File: src/rtl/exc_commit_ctrl_if.sv
// Commit-stage <-> exception sequencer bundle: committing instruction info,
// CP0 status/EPC inputs, CP0 update strobes/fields, flush and fetch redirect.
// master = pipeline/CP0/fetch side, slave = exc_commit_ctrl.
interface exc_commit_ctrl_if;
  // commit stage
  logic        mem_valid;
  logic [31:0] mem_pc;
  logic        mem_bd;
  logic [6:0]  mem_exc;
  logic [31:0] mem_addr;
  logic        mem_eret;
  // CP0 state
  logic        cp0_interupt;
  logic        cp0_exl;
  logic [31:0] cp0_return_addr;
  // CP0 update
  logic        cp0_exception;
  logic        cp0_return;
  logic [4:0]  cp0_exccode;
  logic [31:0] cp0_epc;
  logic        cp0_bd;
  logic [31:0] cp0_badvaddr;
  // pipeline control / fetch redirect
  logic        flush;
  logic        redir_valid;
  logic [31:0] redir_pc;
  logic        redir_ack;
  logic        busy;

  modport master (
    output mem_valid, mem_pc, mem_bd, mem_exc, mem_addr, mem_eret,
    output cp0_interupt, cp0_exl, cp0_return_addr, redir_ack,
    input  cp0_exception, cp0_return, cp0_exccode, cp0_epc, cp0_bd, cp0_badvaddr,
    input  flush, redir_valid, redir_pc, busy
  );

  modport slave (
    input  mem_valid, mem_pc, mem_bd, mem_exc, mem_addr, mem_eret,
    input  cp0_interupt, cp0_exl, cp0_return_addr, redir_ack,
    output cp0_exception, cp0_return, cp0_exccode, cp0_epc, cp0_bd, cp0_badvaddr,
    output flush, redir_valid, redir_pc, busy
  );
endinterface

File: src/rtl/exc_commit_ctrl.sv
// Exception/interrupt/ERET sequencer at the commit stage: picks the winning event,
// strobes CP0, flushes IF..MEM for FLUSH_CYCLES, then offers a redirect PC to fetch.
// Ports: clk, rstn (sync, active-low), bus (exc_commit_ctrl_if.slave), and
// exc_count[CNT_W-1:0] only when EXC_STATS_EN is defined (saturating exception count).
// Latency: event cycle -> redir_valid is FLUSH_CYCLES+1 cycles; redirect held until redir_ack.
module exc_commit_ctrl #(
  parameter logic [31:0] EXC_VECTOR   = 32'hBFC00380,
  parameter int          FLUSH_CYCLES = 2
`ifdef EXC_STATS_EN
  ,
  parameter int          CNT_W        = 16
`endif
) (
  input  logic              clk,
  input  logic              rstn,
  exc_commit_ctrl_if.slave  bus
`ifdef EXC_STATS_EN
  ,
  output logic [CNT_W-1:0]  exc_count
`endif
);

  localparam logic [1:0] ST_IDLE  = 2'd0;
  localparam logic [1:0] ST_FLUSH = 2'd1;
  localparam logic [1:0] ST_REDIR = 2'd2;

  // Counter counts FLUSH_CYCLES-1 down to 0, so FLUSH lasts exactly FLUSH_CYCLES cycles.
  localparam logic [3:0] FLUSH_LOAD = 4'(FLUSH_CYCLES - 1);

  logic [1:0]  state;
  logic [3:0]  flush_cnt;
  logic [31:0] redir_pc_q;

  logic        in_idle;
  logic        intr_take;
  logic        exc_any;
  logic        take_exc;
  logic        take_ret;
  logic [4:0]  code;
  logic [31:0] badv;
  logic [31:0] epc;

  // Event decode. Gating with rstn keeps strobes quiet while reset is held.
  always_comb begin
    in_idle   = (state == ST_IDLE) && rstn;
    intr_take = bus.cp0_interupt & ~bus.cp0_exl & bus.mem_valid;
    exc_any   = bus.mem_valid & (|bus.mem_exc);
    take_exc  = in_idle & (intr_take | exc_any);
    // An exception on the ERET itself wins, so ERET only returns when nothing else fires.
    take_ret  = in_idle & bus.mem_valid & bus.mem_eret & ~(intr_take | exc_any);

    code = 5'd0;
    badv = 32'd0;
    if (intr_take) begin
      code = 5'd0;
    end else if (bus.mem_exc[0]) begin
      code = 5'd4;
      badv = bus.mem_pc;
    end else if (bus.mem_exc[1]) begin
      code = 5'd10;
    end else if (bus.mem_exc[2]) begin
      code = 5'd8;
    end else if (bus.mem_exc[3]) begin
      code = 5'd9;
    end else if (bus.mem_exc[4]) begin
      code = 5'd12;
    end else if (bus.mem_exc[5]) begin
      code = 5'd4;
      badv = bus.mem_addr;
    end else if (bus.mem_exc[6]) begin
      code = 5'd5;
      badv = bus.mem_addr;
    end

    // Delay-slot instructions restart at the branch.
    epc = bus.mem_bd ? (bus.mem_pc - 32'd4) : bus.mem_pc;
  end

  // CP0 fields are forced to zero outside an exception strobe so they never leak stale data.
  assign bus.cp0_exception = take_exc;
  assign bus.cp0_return    = take_ret;
  assign bus.cp0_exccode   = take_exc ? code : 5'd0;
  assign bus.cp0_epc       = take_exc ? epc : 32'd0;
  assign bus.cp0_bd        = take_exc & bus.mem_bd;
  assign bus.cp0_badvaddr  = take_exc ? badv : 32'd0;

  assign bus.flush         = take_exc | take_ret | (state == ST_FLUSH);
  assign bus.redir_valid   = (state == ST_REDIR);
  assign bus.redir_pc      = redir_pc_q;
  assign bus.busy          = (state != ST_IDLE);

  always_ff @(posedge clk) begin
    if (!rstn) begin
      state      <= ST_IDLE;
      flush_cnt  <= 4'd0;
      redir_pc_q <= 32'd0;
    end else begin
      case (state)
        ST_IDLE: begin
          if (take_exc) begin
            redir_pc_q <= EXC_VECTOR;
            flush_cnt  <= FLUSH_LOAD;
            state      <= ST_FLUSH;
          end else if (take_ret) begin
            redir_pc_q <= bus.cp0_return_addr;
            flush_cnt  <= FLUSH_LOAD;
            state      <= ST_FLUSH;
          end
        end
        ST_FLUSH: begin
          if (flush_cnt == 4'd0) begin
            state <= ST_REDIR;
          end else begin
            flush_cnt <= flush_cnt - 4'd1;
          end
        end
        ST_REDIR: begin
          if (bus.redir_ack) begin
            state <= ST_IDLE;
          end
        end
        default: state <= ST_IDLE;
      endcase
    end
  end

`ifdef EXC_STATS_EN
  // Counts exception/interrupt strobes only; sticks at all-ones.
  always_ff @(posedge clk) begin
    if (!rstn) begin
      exc_count <= '0;
    end else if (take_exc && !(&exc_count)) begin
      exc_count <= exc_count + 1'b1;
    end
  end
`endif

endmodule

File: src/flat_wrapper.sv
// flat-port wrapper written by rule: the top's interface ports become plain ports
module exc_commit_ctrl_flat 
#(
  parameter logic [31:0] EXC_VECTOR   = 32'hBFC00380,
  parameter int          FLUSH_CYCLES = 2

)
  (clk, rstn, bus_mem_valid, bus_mem_pc, bus_mem_bd, bus_mem_exc, bus_mem_addr, bus_mem_eret, bus_cp0_interupt, bus_cp0_exl, bus_cp0_return_addr, bus_redir_ack, bus_cp0_exception, bus_cp0_return, bus_cp0_exccode, bus_cp0_epc, bus_cp0_bd, bus_cp0_badvaddr, bus_flush, bus_redir_valid, bus_redir_pc, bus_busy);
  exc_commit_ctrl_if bus_i ();
  input  logic clk;
  input  logic rstn;
  input wire logic [$bits(bus_i.mem_valid)-1:0] bus_mem_valid;
  input wire logic [$bits(bus_i.mem_pc)-1:0] bus_mem_pc;
  input wire logic [$bits(bus_i.mem_bd)-1:0] bus_mem_bd;
  input wire logic [$bits(bus_i.mem_exc)-1:0] bus_mem_exc;
  input wire logic [$bits(bus_i.mem_addr)-1:0] bus_mem_addr;
  input wire logic [$bits(bus_i.mem_eret)-1:0] bus_mem_eret;
  input wire logic [$bits(bus_i.cp0_interupt)-1:0] bus_cp0_interupt;
  input wire logic [$bits(bus_i.cp0_exl)-1:0] bus_cp0_exl;
  input wire logic [$bits(bus_i.cp0_return_addr)-1:0] bus_cp0_return_addr;
  input wire logic [$bits(bus_i.redir_ack)-1:0] bus_redir_ack;
  output wire logic [$bits(bus_i.cp0_exception)-1:0] bus_cp0_exception;
  output wire logic [$bits(bus_i.cp0_return)-1:0] bus_cp0_return;
  output wire logic [$bits(bus_i.cp0_exccode)-1:0] bus_cp0_exccode;
  output wire logic [$bits(bus_i.cp0_epc)-1:0] bus_cp0_epc;
  output wire logic [$bits(bus_i.cp0_bd)-1:0] bus_cp0_bd;
  output wire logic [$bits(bus_i.cp0_badvaddr)-1:0] bus_cp0_badvaddr;
  output wire logic [$bits(bus_i.flush)-1:0] bus_flush;
  output wire logic [$bits(bus_i.redir_valid)-1:0] bus_redir_valid;
  output wire logic [$bits(bus_i.redir_pc)-1:0] bus_redir_pc;
  output wire logic [$bits(bus_i.busy)-1:0] bus_busy;
  assign bus_i.mem_valid = bus_mem_valid;
  assign bus_i.mem_pc = bus_mem_pc;
  assign bus_i.mem_bd = bus_mem_bd;
  assign bus_i.mem_exc = bus_mem_exc;
  assign bus_i.mem_addr = bus_mem_addr;
  assign bus_i.mem_eret = bus_mem_eret;
  assign bus_i.cp0_interupt = bus_cp0_interupt;
  assign bus_i.cp0_exl = bus_cp0_exl;
  assign bus_i.cp0_return_addr = bus_cp0_return_addr;
  assign bus_i.redir_ack = bus_redir_ack;
  assign bus_cp0_exception = bus_i.cp0_exception;
  assign bus_cp0_return = bus_i.cp0_return;
  assign bus_cp0_exccode = bus_i.cp0_exccode;
  assign bus_cp0_epc = bus_i.cp0_epc;
  assign bus_cp0_bd = bus_i.cp0_bd;
  assign bus_cp0_badvaddr = bus_i.cp0_badvaddr;
  assign bus_flush = bus_i.flush;
  assign bus_redir_valid = bus_i.redir_valid;
  assign bus_redir_pc = bus_i.redir_pc;
  assign bus_busy = bus_i.busy;
  exc_commit_ctrl #(.EXC_VECTOR(EXC_VECTOR), .FLUSH_CYCLES(FLUSH_CYCLES)) u_core (.clk(clk), .rstn(rstn), .bus(bus_i));
endmodule
File: config.mk
export PLATFORM = sky130hd
export DESIGN_NAME = exc_commit_ctrl_flat
export DESIGN_NICKNAME = d
export VERILOG_FILES = /design/src/rtl/exc_commit_ctrl_if.sv /design/src/rtl/exc_commit_ctrl.sv /design/src/flat_wrapper.sv
export SDC_FILE = /design/constraint.sdc
export NUM_CORES = 1
export LEC_CHECK = 0
export ABC_AREA = 1
export CORE_MARGIN = 2
export CORE_UTILIZATION = 41
export CTS_BUF_LIST = sky130_fd_sc_hd__clkbuf_4
export CTS_CLUSTER_SIZE = 8
export DETAILED_ROUTE_END_ITERATION = 10
export GPL_ROUTABILITY_DRIVEN = 0
export HOLD_SLACK_MARGIN = 0.1
export PLACE_DENSITY = 0.85
export SETUP_SLACK_MARGIN = 0.4
export SYNTH_ARGS = -nofsm -noshare
export SYNTH_HDL_FRONTEND = slang
export SYNTH_SLANG_ARGS = --single-unit
File: constraint.sdc
create_clock -name clk -period 3.3 [get_ports clk]
set_input_delay 0.825 -clock clk [delete_from_list [all_inputs] [get_ports clk]]
set_output_delay 0.825 -clock clk [all_outputs]
set_load 0.01 [all_outputs]
==> reports/results.txt, run 1 <==
The horizontal extent of the die is 95.9 um, and the vertical die dimension is 95.9 um. The xor/xnor cell area share of the yosys netlist works out to 2.53%. In the post-synthesis netlist, the biggest area contributors are sky130_fd_sc_hd__dfxtp_1 (22%), sky130_fd_sc_hd__nor2_1 (12%), sky130_fd_sc_hd__nand2_1 (9.0%), sky130_fd_sc_hd__nor3_2 (8.1%), sky130_fd_sc_hd__nand3_1 (6.1%). The tool reported: "[ERROR GRT-0232] Routing congestion too high. Check the congestion heatmap in the GUI". The total number of yosys warnings is 0, and the I/O pin count is 218. The largest family of logic cells by synthesized area is simple AND/OR/NAND/NOR gates. Counting along the longest clock path gives a buffer depth of 2.

After synthesis the netlist holds a flip-flop and latch count of 38. Buffers inserted during clock tree synthesis total 5. After Yosys synthesis, full adders, half adders and majority gates account for 1.08% of the synthesized area. The total number of placement rows came out at 33. Counting every sink on the clock net gives 38. Post-synthesis cell type count: 37. The H-tree was split into 2 levels.

The cell taking the most area after synthesis is sky130_fd_sc_hd__dfxtp_1. The gate count after technology mapping is 547, and the number of buffers added on ports is 216. The register area share after synthesis is 22.0%. The flow halted during 5_1_grt. For this run the aggregate overflow at the end of global routing stands at 2. Share of the synthesized area in the top cell type: 22.0%. The pin category terminating the worst setup path after the last repair is an output port.

When the netlist entered floorplanning its net count stood at 661. The cell sitting at the root of the clock tree is a sky130_fd_sc_hd__clkbuf_4. The run stopped with a tool error. The cell area after synthesis is 3460 um^2, and the mux contribution to synthesized area is 3.47%. The effective utilization at floorplan is 42.1%. The area share of and/or/nand/nor cells after synthesis works out to 46.5%. In the global-route stage, repair_timing last flagged the worst endpoint as bus_cp0_epc[22]. Dividing the synthesized area by the synthesized cell count gives 6.33 um^2. After legalization and detailed placement, the total HPWL measured 11300 um. The hold buffer count at cts is 0.

Entering global routing, the biggest net connects 33 pins. The synthesized netlist devotes 13.9% of its cell area to compound gates. The total routing usage reported by global routing came out at 65.4%.
## synthesized netlist by cell type, drive strengths merged
cell type  count
nor2         125
nand2         90
inv           50
nand3         44
dfxtp         38
nor3          36
a31oi         31
a21oi         30
o21ai         21
clkbuf        17
buf           16
nand4         16
mux2i         12
xor2           7
ha             3
xnor2          3
or2            2
a211oi         1
and2           1
conb           1
o211a          1
o21a           1
o21bai         1
## cell families after synthesis
group           Yosys count
buf+inv                  83
xor+xnor                 10
mux                      12
flops                    38
simple gates            314
compound gates           86
other cells               1
fa+ha+maj                 3
## what timing repair did
item / in CTS
setup endpoints to repair: 72
gates cloned: 9
pin swaps: 80
buffers inserted: 48
resized for setup: 504
## metrics by stage
stage	std cells	TNS [ps]	cell area (um^2)	utilization (%)	setup slack, ps
2_1_floorplan	547	0	3460	-	565
3_3_place_gp	931	-24270	6340	77.2	-475
3_5_place_dp	931	-27480	6340	77.2	-529
4_1_cts	995	0	7210	87.8	241
## layer usage
layer	overflow	track usage, %
met2	2	88.6
met1	0	65.4
met3	0	38.4
met5	0	8.33
met4	0	70.2
==> inputs of run 2 (changes only) <==
--- a/config.mk
+++ b/config.mk
@@ -7,14 +7,10 @@
 export LEC_CHECK = 0
 export ABC_AREA = 1
 export CORE_MARGIN = 2
-export CORE_UTILIZATION = 41
-export CTS_BUF_LIST = sky130_fd_sc_hd__clkbuf_4
-export CTS_CLUSTER_SIZE = 8
+export CORE_UTILIZATION = 37
 export DETAILED_ROUTE_END_ITERATION = 10
 export GPL_ROUTABILITY_DRIVEN = 0
-export HOLD_SLACK_MARGIN = 0.1
-export PLACE_DENSITY = 0.85
-export SETUP_SLACK_MARGIN = 0.4
+export PLACE_DENSITY_LB_ADDON = 0.15
 export SYNTH_ARGS = -nofsm -noshare
 export SYNTH_HDL_FRONTEND = slang
 export SYNTH_SLANG_ARGS = --single-unit
==> run 2 against run 1 <==
  * The flow now finishes, with violations (setup timing)
  * Area after synthesis did not move
  * Synthesized cell count unchanged
==> reports/results.txt, run 2 <==
The power density of the placed cells was 262 nW/um^2. In the layout the commonest cells are sky130_fd_sc_hd__clkdlybuf4s50_1 (118), sky130_fd_sc_hd__nor2_1 (92), sky130_fd_sc_hd__nand2_1 (79), sky130_fd_sc_hd__buf_4 (76), sky130_fd_sc_hd__nand3_1 (39). The floorplan step defined a die boundary enclosing 10100 um^2. The tools report the effective utilization at floorplan as 37.8%. The synthesized design spends more area on one cell type than any other, namely sky130_fd_sc_hd__dfxtp_1.

Share of the synthesized area in the top cell type: 22.0%. Setup repair after global routing could not meet its margin everywhere. For this run, asynchronously set or reset flops after synthesis account for 0%. After routing the design area is 6490 um^2.

From left edge to right edge, the die measures 101 um. After legalization and detailed placement, the total HPWL measured 10800 um. The Yosys step of the flow raised 0 warnings. The most frequently used cell type in the post-synthesis netlist is sky130_fd_sc_hd__nor2_1. In this run, the number of DRC markers left after iteration 0 of detailed routing was 289. The checks that failed: setup timing. The vertical die dimension works out to 101 um.

In the routed design, unresolved DRC markers number 0. The maximum number of buffers from clock root to sink was 2; the first-pass detailed-route iteration total was 5. The run finished, with violations left.

By area the synthesized netlist is led by sky130_fd_sc_hd__dfxtp_1 (22%), sky130_fd_sc_hd__nor2_1 (12%), sky130_fd_sc_hd__nand2_1 (9.0%), sky130_fd_sc_hd__nor3_2 (8.1%), sky130_fd_sc_hd__nand3_1 (6.1%). By count the netlist is led by sky130_fd_sc_hd__nor2_1 (113), sky130_fd_sc_hd__nand2_1 (83), sky130_fd_sc_hd__inv_1 (43). After detailed routing, the number of vias per cell comes to 5.09.

Largest family of logic cells by synthesized area: simple AND/OR/NAND/NOR gates. The critical path in this run is classified as in2out. For this run, the total global-route usage over all layers was measured as 26.4%. When the netlist entered floorplanning its net count stood at 661. 218 I/O pins were placed. The tools report the via count of the first global-routing pass as 4559.

The static leakage power was 0.00315 uW. The post-synthesis average cell area works out to 6.33 um^2. In the final routed layout, each cell accounts on average for 15.4 um.

The post-synthesis cell type count is 37, and the count of flip-flops with a built-in enable after synthesis is 0. The synthesized netlist devotes 13.9% of its cell area to compound gates. The run gives -9.29 ps as the post-route worst setup slack.

The worst setup path is launched from an input port. The filler cell count in the final layout is 784. Type of the worst min-delay path: reg2reg. For the total placed instance area, the log shows 6230 um^2. The tools report the final count of pins violating max slew as 0.

The detail route stage leaves a number of antenna-violating nets equal to 0. The count of endpoints failing hold in the final timing report was 0; the largest fanout of any net on the critical path was 5. The final layout contains 941 nets. The worst path arrival time is 2480 ps, and the maximum achievable frequency is 302 MHz. The area added between synthesis and finish was 87.6%; the number of clock sinks seen by CTS was 38.

The xor/xnor cell area share of the yosys netlist came out at 2.53%. The maximum vdd drop was 175 uV; the clock latency reported for the late side of the worst-skew pair was 290 ps. Of the total synthesized cell area, the portion taken by AND, OR, NAND and NOR gates is 46.5%. The required time at the endpoint of the critical path is 2470 ps, and the post-synthesis share of cell area spent on full adders, half adders and majority gates is 1.08%.

The worst path needs 3310 ps of the cycle, external delays included. For the total number of placement rows, the log shows 35. The residual overflow from global routing came out at 0. Buffers inserted during clock tree synthesis total 5.

For the hold buffer count at cts, the log shows 0. The wire length of the first global-routing pass was 21600 um. The endpoint kind of the worst setup timing path is an output port.

The number of diodes added for antenna fixing is 0. TritonCTS built the clock tree. The sequential cells in the finished layout cover a total of 761 um^2. Number of endpoints failing setup at the final stage: 1.

The mux contribution to synthesized area is 3.47%, and the clock skew after layout is 12.9 ps. Max-cap violations in this run came to 0. The maximum level of the CTS H-tree is 2, and the gate count after technology mapping is 547. The clock transition at the registers of the reported paths is 80 ps.

The register with the most flip-flops in the layout has 32 of them. The most frequent standard cell in the layout excluding fill and tap cells is sky130_fd_sc_hd__clkdlybuf4s50_1. In this run, synthesis produced a sequential element count of 38.

Across all hold checks on the routed design, the worst slack comes to 466 ps. Register area share after synthesis: 22.0%. The synthesized netlist occupies a cell area of 3460 um^2. The run gives 33 as the maximum number of pins on one net before global-route repair. Total number of vias: 4778. The logs give 1 for the initial antenna violation count and -574 ps for the worst setup timing slack at the placement stage.

The root buffer cell was sky130_fd_sc_hd__clkbuf_8. The proportion of layout cells with a drive suffix above 1 is 29.3%, and the multi-input gate area in the final layout is 2460 um^2. The total wire length is 14400 um. The area of the core came out at 9150 um^2.

Overall power: 1700 uW. In the finished design, the share of the clock period the worst path needs comes to 100%. The most used flip-flop cell after synthesis is sky130_fd_sc_hd__dfxtp_1. In this run the tool buffered the top-level ports with 216 buffer cells.
==> run 2: cell counts after synthesis <==
No cell type changed its count.
==> run 2: layout make-up <==
cell class                 count  share of cell area [%]
multi-input combinational    426                    38.0
timing repair buffer         306                    42.9
clock inverter                 2                   0.925
sequential                    38                    11.7
inverter                      50                    3.05
tap                          111                    2.14
clock buffer                   6                    1.27
==> run 2: cell families (layout without fill, tap and decap cells) <==
kind of cell,after synthesis,after routing
flops,38,38
xor+xnor,10,10
mux,12,12
other cells,1,1
simple gates,314,314
fa+ha+maj,3,3
compound gates,86,86
buf+inv,83,364
==> run 2: timing repair <==
item | CTS | global route
gates cloned | 3 | 1
pin swaps | 14 | 23
buffers inserted | 3 | 4
resized for setup | 222 | 68
endpoints found under the setup margin | 72 | 57
==> run 2: critical path: stages <==
cell and delay, ps:
sky130_fd_sc_hd__clkdlybuf4s50_1 420, sky130_fd_sc_hd__nor2_1 160, sky130_fd_sc_hd__nand4_1 210, sky130_fd_sc_hd__nand2_4 150, sky130_fd_sc_hd__inv_6 50, sky130_fd_sc_hd__buf_12 110, sky130_fd_sc_hd__clkbuf_16 140, sky130_fd_sc_hd__buf_4 130
sky130_fd_sc_hd__dlygate4sd2_1 290
==> run 2: report_power, final <==
group,switching [uW],leakage (uW),internal (uW)
clock,165,0.0000714,323
sequential,19.3,0.000312,493
combinational,336,0.00277,361
total,521,0.00315,1180
==> run 2: stage by stage <==
| step | TNS (ps) | util, % | instances |
|---|---|---|---|
| floorplan | 0 | - | 547 |
| global placement | -20320 | 68.1 | 920 |
| detailed placement | -22020 | 68.1 | 920 |
| CTS | -91.2 | 69.7 | 934 |
| global route | -1010 | 70.9 | 939 |
| finish | -9.29 | 70.9 | 939 |
==> run 2: path summary, 6_finish.rpt <==
kind,depth (start not counted),slack (ps),start,endpoint
setup / recovery,9,-9,bus_mem_exc[1],bus_cp0_exception
setup reg to reg,10,1610,u_core.state[0],u_core.flush_cnt[2]
hold / removal,2,470,u_core.bus.redir_pc[13],u_core.bus.redir_pc[13]
hold reg to reg,2,470,u_core.bus.redir_pc[13],u_core.bus.redir_pc[13]
==> run 2: metal layers <==
metal	GRT usage [%]	vias to the layer above	part of all wire, %
met3	5.27	31	7.3
met4	7.38	0	2.3
met5	0	-	0
met2	49.2	194	52
met1	30.1	2174	38
li1	-	2379	-
Power figures use the tool's default switching activity.
